<file path="config.mk">
export PLATFORM = sky130hd
export DESIGN_NAME = sha256_padder
export DESIGN_NICKNAME = d
export VERILOG_FILES = /design/src/rtl/sha256_pkg.sv /design/src/rtl/sha256_pad_word.sv /design/src/rtl/sha256_padder.sv
export SDC_FILE = /design/constraint.sdc
export NUM_CORES = 2
export LEC_CHECK = 0
export CELL_PAD_IN_SITES_DETAIL_PLACEMENT = 0
export CELL_PAD_IN_SITES_GLOBAL_PLACEMENT = 1
export CORE_AREA = 2 2 513 515
export DETAILED_ROUTE_END_ITERATION = 8
export DIE_AREA = 0 0 515 517
export GPL_TIMING_DRIVEN = 1
export PLACE_DENSITY = 0.43
export SLEW_MARGIN = 40
export SYNTH_ARGS = -nofsm -noshare
export SYNTH_HDL_FRONTEND = slang
export SYNTH_SLANG_ARGS = --single-unit
</file>
<file path="constraint.sdc">
create_clock -name clk -period 4.5 [get_ports clk]
set_clock_uncertainty 0.15 [all_clocks]
set_input_delay 0.675 -clock clk [delete_from_list [all_inputs] [get_ports clk]]
set_output_delay 0.675 -clock clk [all_outputs]
set_load 0.01 [all_outputs]
</file>
<file path="src/rtl/sha256_pkg.sv">
// Shared SHA-256 constants, widths and padder state encoding.
package sha256_pkg;

  localparam int WORD_W      = 32;
  localparam int BLOCK_WORDS = 16;
  localparam int BLOCK_W     = BLOCK_WORDS * WORD_W;
  localparam int HASH_W      = 256;

  localparam logic [HASH_W-1:0] SHA256_IV =
    256'h6a09e667_bb67ae85_3c6ef372_a54ff53a_510e527f_9b05688c_1f83d9ab_5be0cd19;

  typedef enum logic [2:0] {
    ST_IDLE,
    ST_FILL,
    ST_PAD,
    ST_SEND,
    ST_WAIT,
    ST_EXTRA,
    ST_DONE
  } pad_state_t;

  // Message length in bits, as carried in the last two words of the final block.
  function automatic logic [63:0] bit_len(input logic [31:0] byte_cnt);
    return {29'b0, byte_cnt, 3'b000};
  endfunction

endpackage

</file>
<file path="src/rtl/sha256_pad_word.sv">
// One block word after padding: keeps i_keep leading bytes, optionally drops 0x80
// into the first dropped byte, zeroes the remainder.
module sha256_pad_word
  import sha256_pkg::*;
(
  input  logic [WORD_W-1:0] i_word,
  input  logic [2:0]        i_keep,
  input  logic              i_mark,
  output logic [WORD_W-1:0] o_word
);

  always_comb begin
    o_word = '0;
    for (int j = 0; j < 4; j++) begin
      if (3'(j) < i_keep)
        o_word[31-8*j -: 8] = i_word[31-8*j -: 8];
      else if (i_mark && (3'(j) == i_keep))
        o_word[31-8*j -: 8] = 8'h80;
    end
  end

endmodule

</file>
<file path="src/rtl/sha256_padder.sv">
// Streams a big-endian byte message into 512-bit SHA-256 blocks, applies the
// standard padding, and sequences an external compression core to the digest.
module sha256_padder
  import sha256_pkg::*;
#(
  parameter logic [63:0] MAX_BYTES = 64'hFFFF_FFFF
) (
  input  logic                clk,
  input  logic                rst,
  input  logic [WORD_W-1:0]   s_data,
  input  logic [2:0]          s_bytes,
  input  logic                s_last,
  input  logic                s_valid,
  output logic                s_ready,
  output logic [BLOCK_W-1:0]  M_out,
  output logic [HASH_W-1:0]   H_chain,
  output logic                core_valid,
  input  logic [HASH_W-1:0]   core_H,
  input  logic                core_done,
  output logic [HASH_W-1:0]   digest,
  output logic                digest_valid
);

  pad_state_t r_state, w_next;

  logic [0:BLOCK_WORDS-1][WORD_W-1:0] r_buf, w_pad_buf;
  logic [3:0]                          r_w;
  logic [31:0]                         r_byte_cnt;
  logic [6:0]                          r_p;
  logic                                r_final, r_extra, r_extra_mark, r_last;
  logic [HASH_W-1:0]                   r_h, r_digest;
  logic                                r_digest_valid;

  logic                          w_accept;
  logic [32:0]                   w_cnt_sum;
  logic [31:0]                   w_cnt_next;
  logic [63:0]                   w_len;
  logic [BLOCK_WORDS-1:0][2:0]   w_keep;
  logic [BLOCK_WORDS-1:0]        w_mark;

  assign s_ready  = !rst && ((r_state == ST_IDLE) || (r_state == ST_FILL));
  assign w_accept = s_valid && s_ready;

  // Counter saturates at MAX_BYTES; anything past that is an illegal message anyway.
  assign w_cnt_sum  = {1'b0, r_byte_cnt} + 33'(s_bytes);
  assign w_cnt_next = ({31'b0, w_cnt_sum} > MAX_BYTES) ? MAX_BYTES[31:0] : w_cnt_sum[31:0];
  assign w_len      = bit_len(r_byte_cnt);

  // Per-word view of the 0x80 offset p: bytes before p survive, byte p gets 0x80.
  always_comb begin
    w_keep = '0;
    w_mark = '0;
    for (int k = 0; k < BLOCK_WORDS; k++) begin
      if (r_p >= 7'(4*k + 4))
        w_keep[k] = 3'd4;
      else if (r_p > 7'(4*k))
        w_keep[k] = 3'(r_p - 7'(4*k));
      w_mark[k] = (r_p >= 7'(4*k)) && (r_p < 7'(4*k + 4));
    end
  end

  for (genvar g = 0; g < BLOCK_WORDS; g++) begin : g_pad
    sha256_pad_word u_pad_word (
      .i_word (r_buf[g]),
      .i_keep (w_keep[g]),
      .i_mark (w_mark[g]),
      .o_word (w_pad_buf[g])
    );
  end

  always_ff @(posedge clk) begin
    if (rst) r_state <= ST_IDLE;
    else     r_state <= w_next;
  end

  always_comb begin
    w_next = r_state;
    case (r_state)
      ST_IDLE, ST_FILL: begin
        if (w_accept) begin
          if (s_last)             w_next = ST_PAD;
          else if (r_w == 4'd15)  w_next = ST_SEND;
          else                    w_next = ST_FILL;
        end
      end
      ST_PAD:   w_next = ST_SEND;
      ST_SEND:  w_next = ST_WAIT;
      ST_WAIT: begin
        if (core_done) begin
          if (r_final)      w_next = ST_DONE;
          else if (r_extra) w_next = ST_EXTRA;
          else if (r_last)  w_next = ST_PAD;
          else              w_next = ST_FILL;
        end
      end
      ST_EXTRA: w_next = ST_SEND;
      ST_DONE:  w_next = ST_IDLE;
      default:  w_next = ST_IDLE;
    endcase
  end

  always_ff @(posedge clk) begin
    if (rst) begin
      r_buf          <= '0;
      r_w            <= '0;
      r_byte_cnt     <= '0;
      r_p            <= '0;
      r_final        <= 1'b0;
      r_extra        <= 1'b0;
      r_extra_mark   <= 1'b0;
      r_last         <= 1'b0;
      r_h            <= SHA256_IV;
      r_digest       <= '0;
      r_digest_valid <= 1'b0;
    end else begin
      r_digest_valid <= 1'b0;
      case (r_state)
        ST_IDLE, ST_FILL: begin
          if (w_accept) begin
            r_buf[r_w] <= s_data;
            r_w        <= r_w + 4'd1;
            r_byte_cnt <= w_cnt_next;
            if (r_state == ST_IDLE) r_h <= SHA256_IV;
            if (s_last) begin
              r_last <= 1'b1;
              r_p    <= {1'b0, r_w, 2'b00} + 7'(s_bytes);
            end
          end
        end
        ST_PAD: begin
          r_buf <= w_pad_buf;
          if (r_p <= 7'd55) begin
            r_buf[14] <= w_len[63:32];
            r_buf[15] <= w_len[31:0];
            r_final   <= 1'b1;
          end else begin
            // No room for the length: it goes in a trailing block, which also
            // carries the 0x80 if the message filled this block exactly.
            r_extra      <= 1'b1;
            r_extra_mark <= (r_p == 7'd64);
          end
        end
        ST_WAIT: begin
          if (core_done) begin
            r_h <= core_H;
            if (!r_final && !r_extra && !r_last) r_w <= '0;
          end
        end
        ST_EXTRA: begin
          r_buf     <= '0;
          r_buf[0]  <= r_extra_mark ? 32'h8000_0000 : 32'h0;
          r_buf[14] <= w_len[63:32];
          r_buf[15] <= w_len[31:0];
          r_final   <= 1'b1;
          r_extra   <= 1'b0;
        end
        ST_DONE: begin
          r_digest       <= r_h;
          r_digest_valid <= 1'b1;
          r_w            <= '0;
          r_byte_cnt     <= '0;
          r_p            <= '0;
          r_final        <= 1'b0;
          r_extra        <= 1'b0;
          r_extra_mark   <= 1'b0;
          r_last         <= 1'b0;
        end
        default: ;
      endcase
    end
  end

  assign M_out        = r_buf;
  assign H_chain      = r_h;
  assign core_valid   = (r_state == ST_SEND);
  assign digest       = r_digest;
  assign digest_valid = r_digest_valid;

endmodule

</file>
-- Word level (Yosys, flattened, before mapping)
Cells that the tools add are included.
- $add $sub $neg: 18
- $mul: 0
- divide/modulo/power cells: 0
- $lt $le $gt $ge: 117
- equality and inequality tests: 127
- shift-type cells: 0
- mux-type cells: 199
- bitwise logic cells: 1
- reduce and logical (&&, ||, !) cells: 189
- operator list (kind ; number):
    one-hot mux 512 bit (3 select lines) ; 1
    two-way mux 8 bit ; 128
    two-way mux 256 bit ; 3
    bitwise mux 512 bit ; 1
    two-way mux 512 bit ; 1
    one-hot mux 256 bit (2 select lines) ; 1
    AND reduction 3 bit ; 65
    demux 32 bit (select 4 bit) ; 1
    two-way mux 32 bit ; 4
    inequality test 2 bit, second input constant ; 63
    two-way mux 3 bit ; 36
    equality test 2 x 3 -> 1 bit, first input constant ; 32
    less-than comparator 1 x 3 -> 1 bit, first input constant ; 32
    less-than comparator 2 x 3 -> 1 bit, first input constant ; 32
    logical AND 1 bit ; 85
    two-way mux 64 bit ; 1
    one-hot mux 32 bit (2 select lines) ; 1
    greater-or-equal comparator 7 x 6 -> 1 bit, second input constant ; 8
    > comparator 7 x 6 -> 1 bit, second input constant ; 8
    less-than comparator 7 x 6 -> 1 bit, second input constant ; 8
    logical NOT 3 bit ; 17
    equality test 1 x 3 -> 1 bit, first input constant ; 16
    adder 32 x 3 -> 33 bit ; 1
    > comparator 33 x 32 -> 1 bit, second input constant ; 1
    other kinds (43) ; 105
- register bits after elaboration: 1075
- latch bits: 0
- bits in writable memories: 0
- memory bits (read-only): 0
- input bits: 296
- output and inout bits: 1027
- word-level logic and storage cells: 726
- memories kept: 0

-- Longest topological paths before layout
- word-level depth: 9
- mapped depth: 10
- mapped depth without buffers: 8

-- Hierarchy
Synthesis repeated with hierarchy kept, for this count alone.
- cell total of the unflattened synthesis: 5654
- area, all modules: 46641.0 µm²
- modules (own cells, without submodules) (module ; times used ; cells an instance ; area each (µm²) ; sequential area each (µm²)):
    sha256_padder ; 1 ; 4950 ; 42096.6 ; 21520.6
    sha256_pad_word ; 16 ; 44 ; 284.0 ; 0.0

-- Worst setup path before layout
No wires, ideal clock.
- path kind: input -> register
- start: input port s_bytes[0]
- end: register r_byte_cnt[11]
- library setup time: 70 ps
- arrival: 2833 ps
- required time: 4280 ps
- path slack: 1447 ps
- cell stages on the path: 10
- path buffers: 2
- cell sequence: ha_1 > inv_1 > fa_1 > nand2b_1 > a2111o_1 > buf_2 > nor4_1 > buf_2 > o21ai_0 > a21oi_1
- longest elaborated chain between the ends: 5
- ends and longest elaborated chain (element ; line ; RTL):
    start, declared ; sha256_padder.sv:11 ; input logic [2:0] s_bytes,
    adder 32 x 3 -> 33 bit (*) ; sha256_padder.sv:45 ; assign w_cnt_sum = {1'b0, r_byte_cnt} + 33'(s_bytes);
    > comparator 33 x 32 -> 1 bit ; sha256_padder.sv:46 ; assign w_cnt_next = ({31'b0, w_cnt_sum} > MAX_BYTES) ? MAX_BYTES[31:0] : w_cnt_sum[31:0];
    two-way mux 32 bit (*) ; sha256_padder.sv:46 ;
    two-way mux 32 bit (*) ; sha256_padder.sv:119 ; if (w_accept) begin
    one-hot mux 32 bit (2 select lines) (*) ; sha256_padder.sv:117 ; case (r_state)
    end signal, assigned ; sha256_padder.sv:122 ; r_byte_cnt <= w_cnt_next;
    end, declared ; sha256_padder.sv:28 ; logic [31:0] r_byte_cnt;
Every way passes the cells marked *; elsewhere a longest branch is shown, timed or not. The select of a mux whose other input is x is not followed.
A chain may end at the register's enable or synchronous reset.

-- Worst setup path in the final report
- start: register r_state[1]
- end: register r_buf (netlist bit M_out[300])
- longest elaborated chain between the ends: 6
- elaborated cells on any way between the ends: 13
- classes of those cells: eq/ne: 5; mux: 1; reduce/logical: 7
- ends and longest elaborated chain (element ; line ; RTL):
    start, declared ; sha256_padder.sv:24 ; pad_state_t r_state, w_next;
    start signal, assigned ; sha256_padder.sv:73 ; else r_state <= w_next;
    equality test 3 x 1 -> 1 bit or logical NOT 3 bit (tied branches) ; sha256_padder.sv:41, sha256_padder.sv:117 ;
    logical OR 1 bit ; sha256_padder.sv:41 ; assign s_ready = !rst && ((r_state == ST_IDLE) || (r_state == ST_FILL));
    logical AND 1 bit ; sha256_padder.sv:41 ;
    logical AND 1 bit ; sha256_padder.sv:42 ; assign w_accept = s_valid && s_ready;
    inequality test 2 bit (no source line) ; -- ;
    AND reduction 3 bit (no source line) ; -- ;
    end signal, assigned by index ; sha256_padder.sv:120 ; r_buf[r_w] <= s_data;
    end signal, assigned ; sha256_padder.sv:131 ; r_buf <= w_pad_buf;
    end, declared ; sha256_padder.sv:26 ; logic [0:BLOCK_WORDS-1][WORD_W-1:0] r_buf, w_pad_buf;
Parallel ways exist; a longest one is shown, timed or not.

==> results.json <==
{
  "status": "finished, final reports clean",
  "pre_cts_slack_ns": 0.455,
  "grtUsageTotal_pct": 20.3,
  "pwr-share-clk_pct": 52.2,
  "grt_pass1_vias": 38702,
  "rsz0062_at_grt": "no",
  "core_area_sq_mm": 0.261,
  "die_x_um": 515,
  "ir_worst_vdd_mv": 0.343,
  "vias_per_cell": 4.41,
  "wirelength_um": 283000,
  "cts.repair.resized": 0,
  "crit_family": "simple AND/OR/NAND/NOR gates",
  "fin_util_pct": 23.7,
  "grt_max_degree": 144,
  "cts_tree": "built",
  "tightest_slew_ns": 0.918,
  "die_area_sq_mm": 0.266,
  "cts_buffers": 146,
  "yosysWarnings": 0,
  "fmax_ghz": 0.261,
  "root_buffer": "clkbuf_16",
  "avgRoutedWirePerCell_um": 32.0,
  "clock_sinks": 1075,
  "grt.busiest_layer": "met2",
  "fp-row-count": 188,
  "grt_use_met3_pct": 7.97,
  "synthCells": 4095,
  "avgSynthCellArea_sq_um": 9.65,
  "clk_path_buf_depth": 3,
  "seq_power_share_pct": 41.0,
  "drtIter0Drc": 2890,
  "finalMaxSlewViolations": 0,
  "p_comb_share_pct": 6.8,
  "path_cells": "nor3b_4, buf_4, nand4_1, or2_2, a21oi_2, a22o_1",
  "critical_path_buf_inv_count": 1,
  "io_pins": 1323,
  "p_sw_share_pct": 26.1,
  "power_density_mw_per_mm2": 379,
  "num_vias": 38982,
  "synth_edf_count": 0,
  "synth.distinct_cells": 103,
  "cts_setup_buffers": 0,
  "fin_ws_ns": 0.665,
  "initial_core_util_pct": 15.1,
  "yosys_register_bits": 1075,
  "worstSetupEndpointType": "register",
  "place_hpwl_um": 215000,
  "p_leak_uw": 0.0214,
  "fin_setup_tns_ns": 0,
  "critPathMaxStageDelay_ns": 0.86,
  "insertion_delay_ns": 0.80,
  "period_share_pct": 85.2,
  "fin_crit_ns": 3.84,
  "crit_required_ns": 5.06,
  "holdCritPathClass": "in2reg",
  "grt_util_met2_pct": 35.1,
  "nets": 5633,
  "die_height_um": 517,
  "slew_headroom_pct": 38.6,
  "grt.met1_usage_pct": 22.3,
  "cp_slowest_cell": "dfxtp_1",
  "drcViolationCount": 0,
  "synth_nets": 4401,
  "synth_async_sr_flop_share_pct": 0,
  "worst-path-max-fanout": 19,
  "critical_path_class": "reg2reg",
  "hold_violations": 0,
  "max-cap-violations": 0,
  "cts.htree.levels": 4,
  "clk_pin_slew_ns": 0.06,
  "yosysSeqAreaShare_pct": 54.5,
  "antenna_found_initial": 34,
  "gp_congestion": 0.848,
  "setup_viol": 0,
  "drive_above_1_share_pct": 9.11,
  "antenna_left": 0,
  "firstDrtPassIters": 8,
  "syn_area_sq_mm": 0.0395,
  "syn_to_final_growth_pct": 56.9,
  "port_buffers": 1322,
  "grt-ovfl-total": 0,
  "internal_power_uw": 17400,
  "startpoint_type": "register",
  "arrival_ns": 4.39,
  "switchingPower_uw": 6130,
  "hold_buffers": 0,
  "grt_pass1_wl_um": 371000,
  "synthFlopType": "dfxtp_1"
}
==> layer usage <==
| metal | routed length (um) | up-vias |
|---|---|---|
| li1 | - | 17586 |
| met1 | 107000 | 19429 |
| met2 | 139000 | 1629 |
| met3 | 26300 | 330 |
| met4 | 10600 | 8 |
| met5 | 54 | - |
==> final cells by class <==
class	count	area, sq um
tap	3420	4280
antenna	8	20.0
clock buffer	200	4120
fill	28029	199000
clock inverter	42	883
inverter	22	87.6
timing repair buffer	1477	14700
multi-input combinational	2605	16400
sequential	1075	21500
==> cell usage in the layout, fill, tap and decap left out, types with 14 or more instances in the layout <==
cell             netlist  final
clkdlybuf4s50_1        0   1302
dfxtp_1             1075   1074
nor2_1               623    618
a22o_1               373    373
a22oi_1              363    363
o21ai_0              249    249
nor3_1               187    183
clkbuf_16              0    146
buf_4                 18    132
a21oi_1              128    127
nand2_1              119    119
nand3_1               64     64
a211oi_1              35     34
mux2i_1               31     31
clkbuf_1             240     28
clkbuf_8               0     26
buf_12                 0     25
inv_1                 21     21
o22ai_1               21     21
nor2b_1               20     19
and2_1                19     18
a31oi_1               18     18
nand4_1               17     17
a32o_1                16     16
and3_1                14     14
bufinv_16              0     14
==> power groups by stage <==
stage	Combinational, uW	Clock [uW]	Sequential (uW)
floorplan	589	0	9840
global placement	1620	0	9840
detailed placement	1630	0	9840
CTS	1630	12700	9630
global route	1680	13000	9640
finish	1600	12300	9640
==> worst paths after layout <==
path              depth (start not counted)  slack (ns)                    start                       to
hold / removal                            2        0.12                      rst  M_out[437]$_SDFFE_PP0P_
hold reg to reg                           2        0.31                 register                 register
setup reg to reg                          6        0.66  r_state[1]$_SDFFE_PP0P_  M_out[300]$_SDFFE_PP0P_
setup / recovery                          6        0.66  r_state[1]$_SDFFE_PP0P_  M_out[300]$_SDFFE_PP0P_
==> synthesized netlist by cell type, types with 16 or more instances <==
cell type	n	area, sq um
a32o_1	16	160
nand3_1	64	320
nor2_1	623	2340
clkbuf_1	240	901
buf_2	99	495
buf_4	18	135
nor3_1	187	936
inv_1	21	78.8
a31oi_1	18	113
nor2b_1	20	125
and2_1	19	119
o22ai_1	21	131
a22o_1	373	3270
mux2i_1	31	310
o21ai_0	249	1250
nand4_1	17	106
dfxtp_1	1075	21500
nand2_1	119	447
buf_1	26	97.6
o221ai_2	16	240
a21oi_1	128	641
a22oi_1	363	2730
a211oi_1	35	263
==> kinds of logic (layout without fill, tap and decap cells) <==
group | after synthesis | after routing | share of synthesized area, %
compound gates | 1388 | 1388 | 26.1
buf+inv | 415 | 1741 | 4.60
simple gates | 1172 | 1172 | 13.6
other cells | 0 | 8 | 0
flops | 1075 | 1075 | 54.5
fa+ha+maj | 10 | 10 | 0.336
xor+xnor | 3 | 3 | 0.0665
mux | 32 | 32 | 0.814
==> state kept, by name, indices dropped and copies added (netlist names), named ones only <==
register and flops:
H_chain 256, r_extra_mark 1, digest 256, digest_valid 1, r_state 3, r_p 7
r_byte_cnt 32, r_final 1, M_out 420, r_w 4, r_last 1, r_extra 1
==> through the flow <==
stage | total power (uW) | std cells | instance area (sq um) | hold WS, ns
3_3_place_gp | 11500 | 8591 | 56700 | 0.294
3_5_place_dp | 11500 | 8599 | 57000 | 0.303
6_report | 23500 | 8849 | 62000 | 0.120
4_1_cts | 23900 | 8841 | 62000 | 0.0335
5_1_grt | 24300 | 8847 | 62000 | 0.0608
2_1_floorplan | 10400 | 4095 | 39500 | 0.282
No activity file was read; power rests on OpenSTA's default activity.
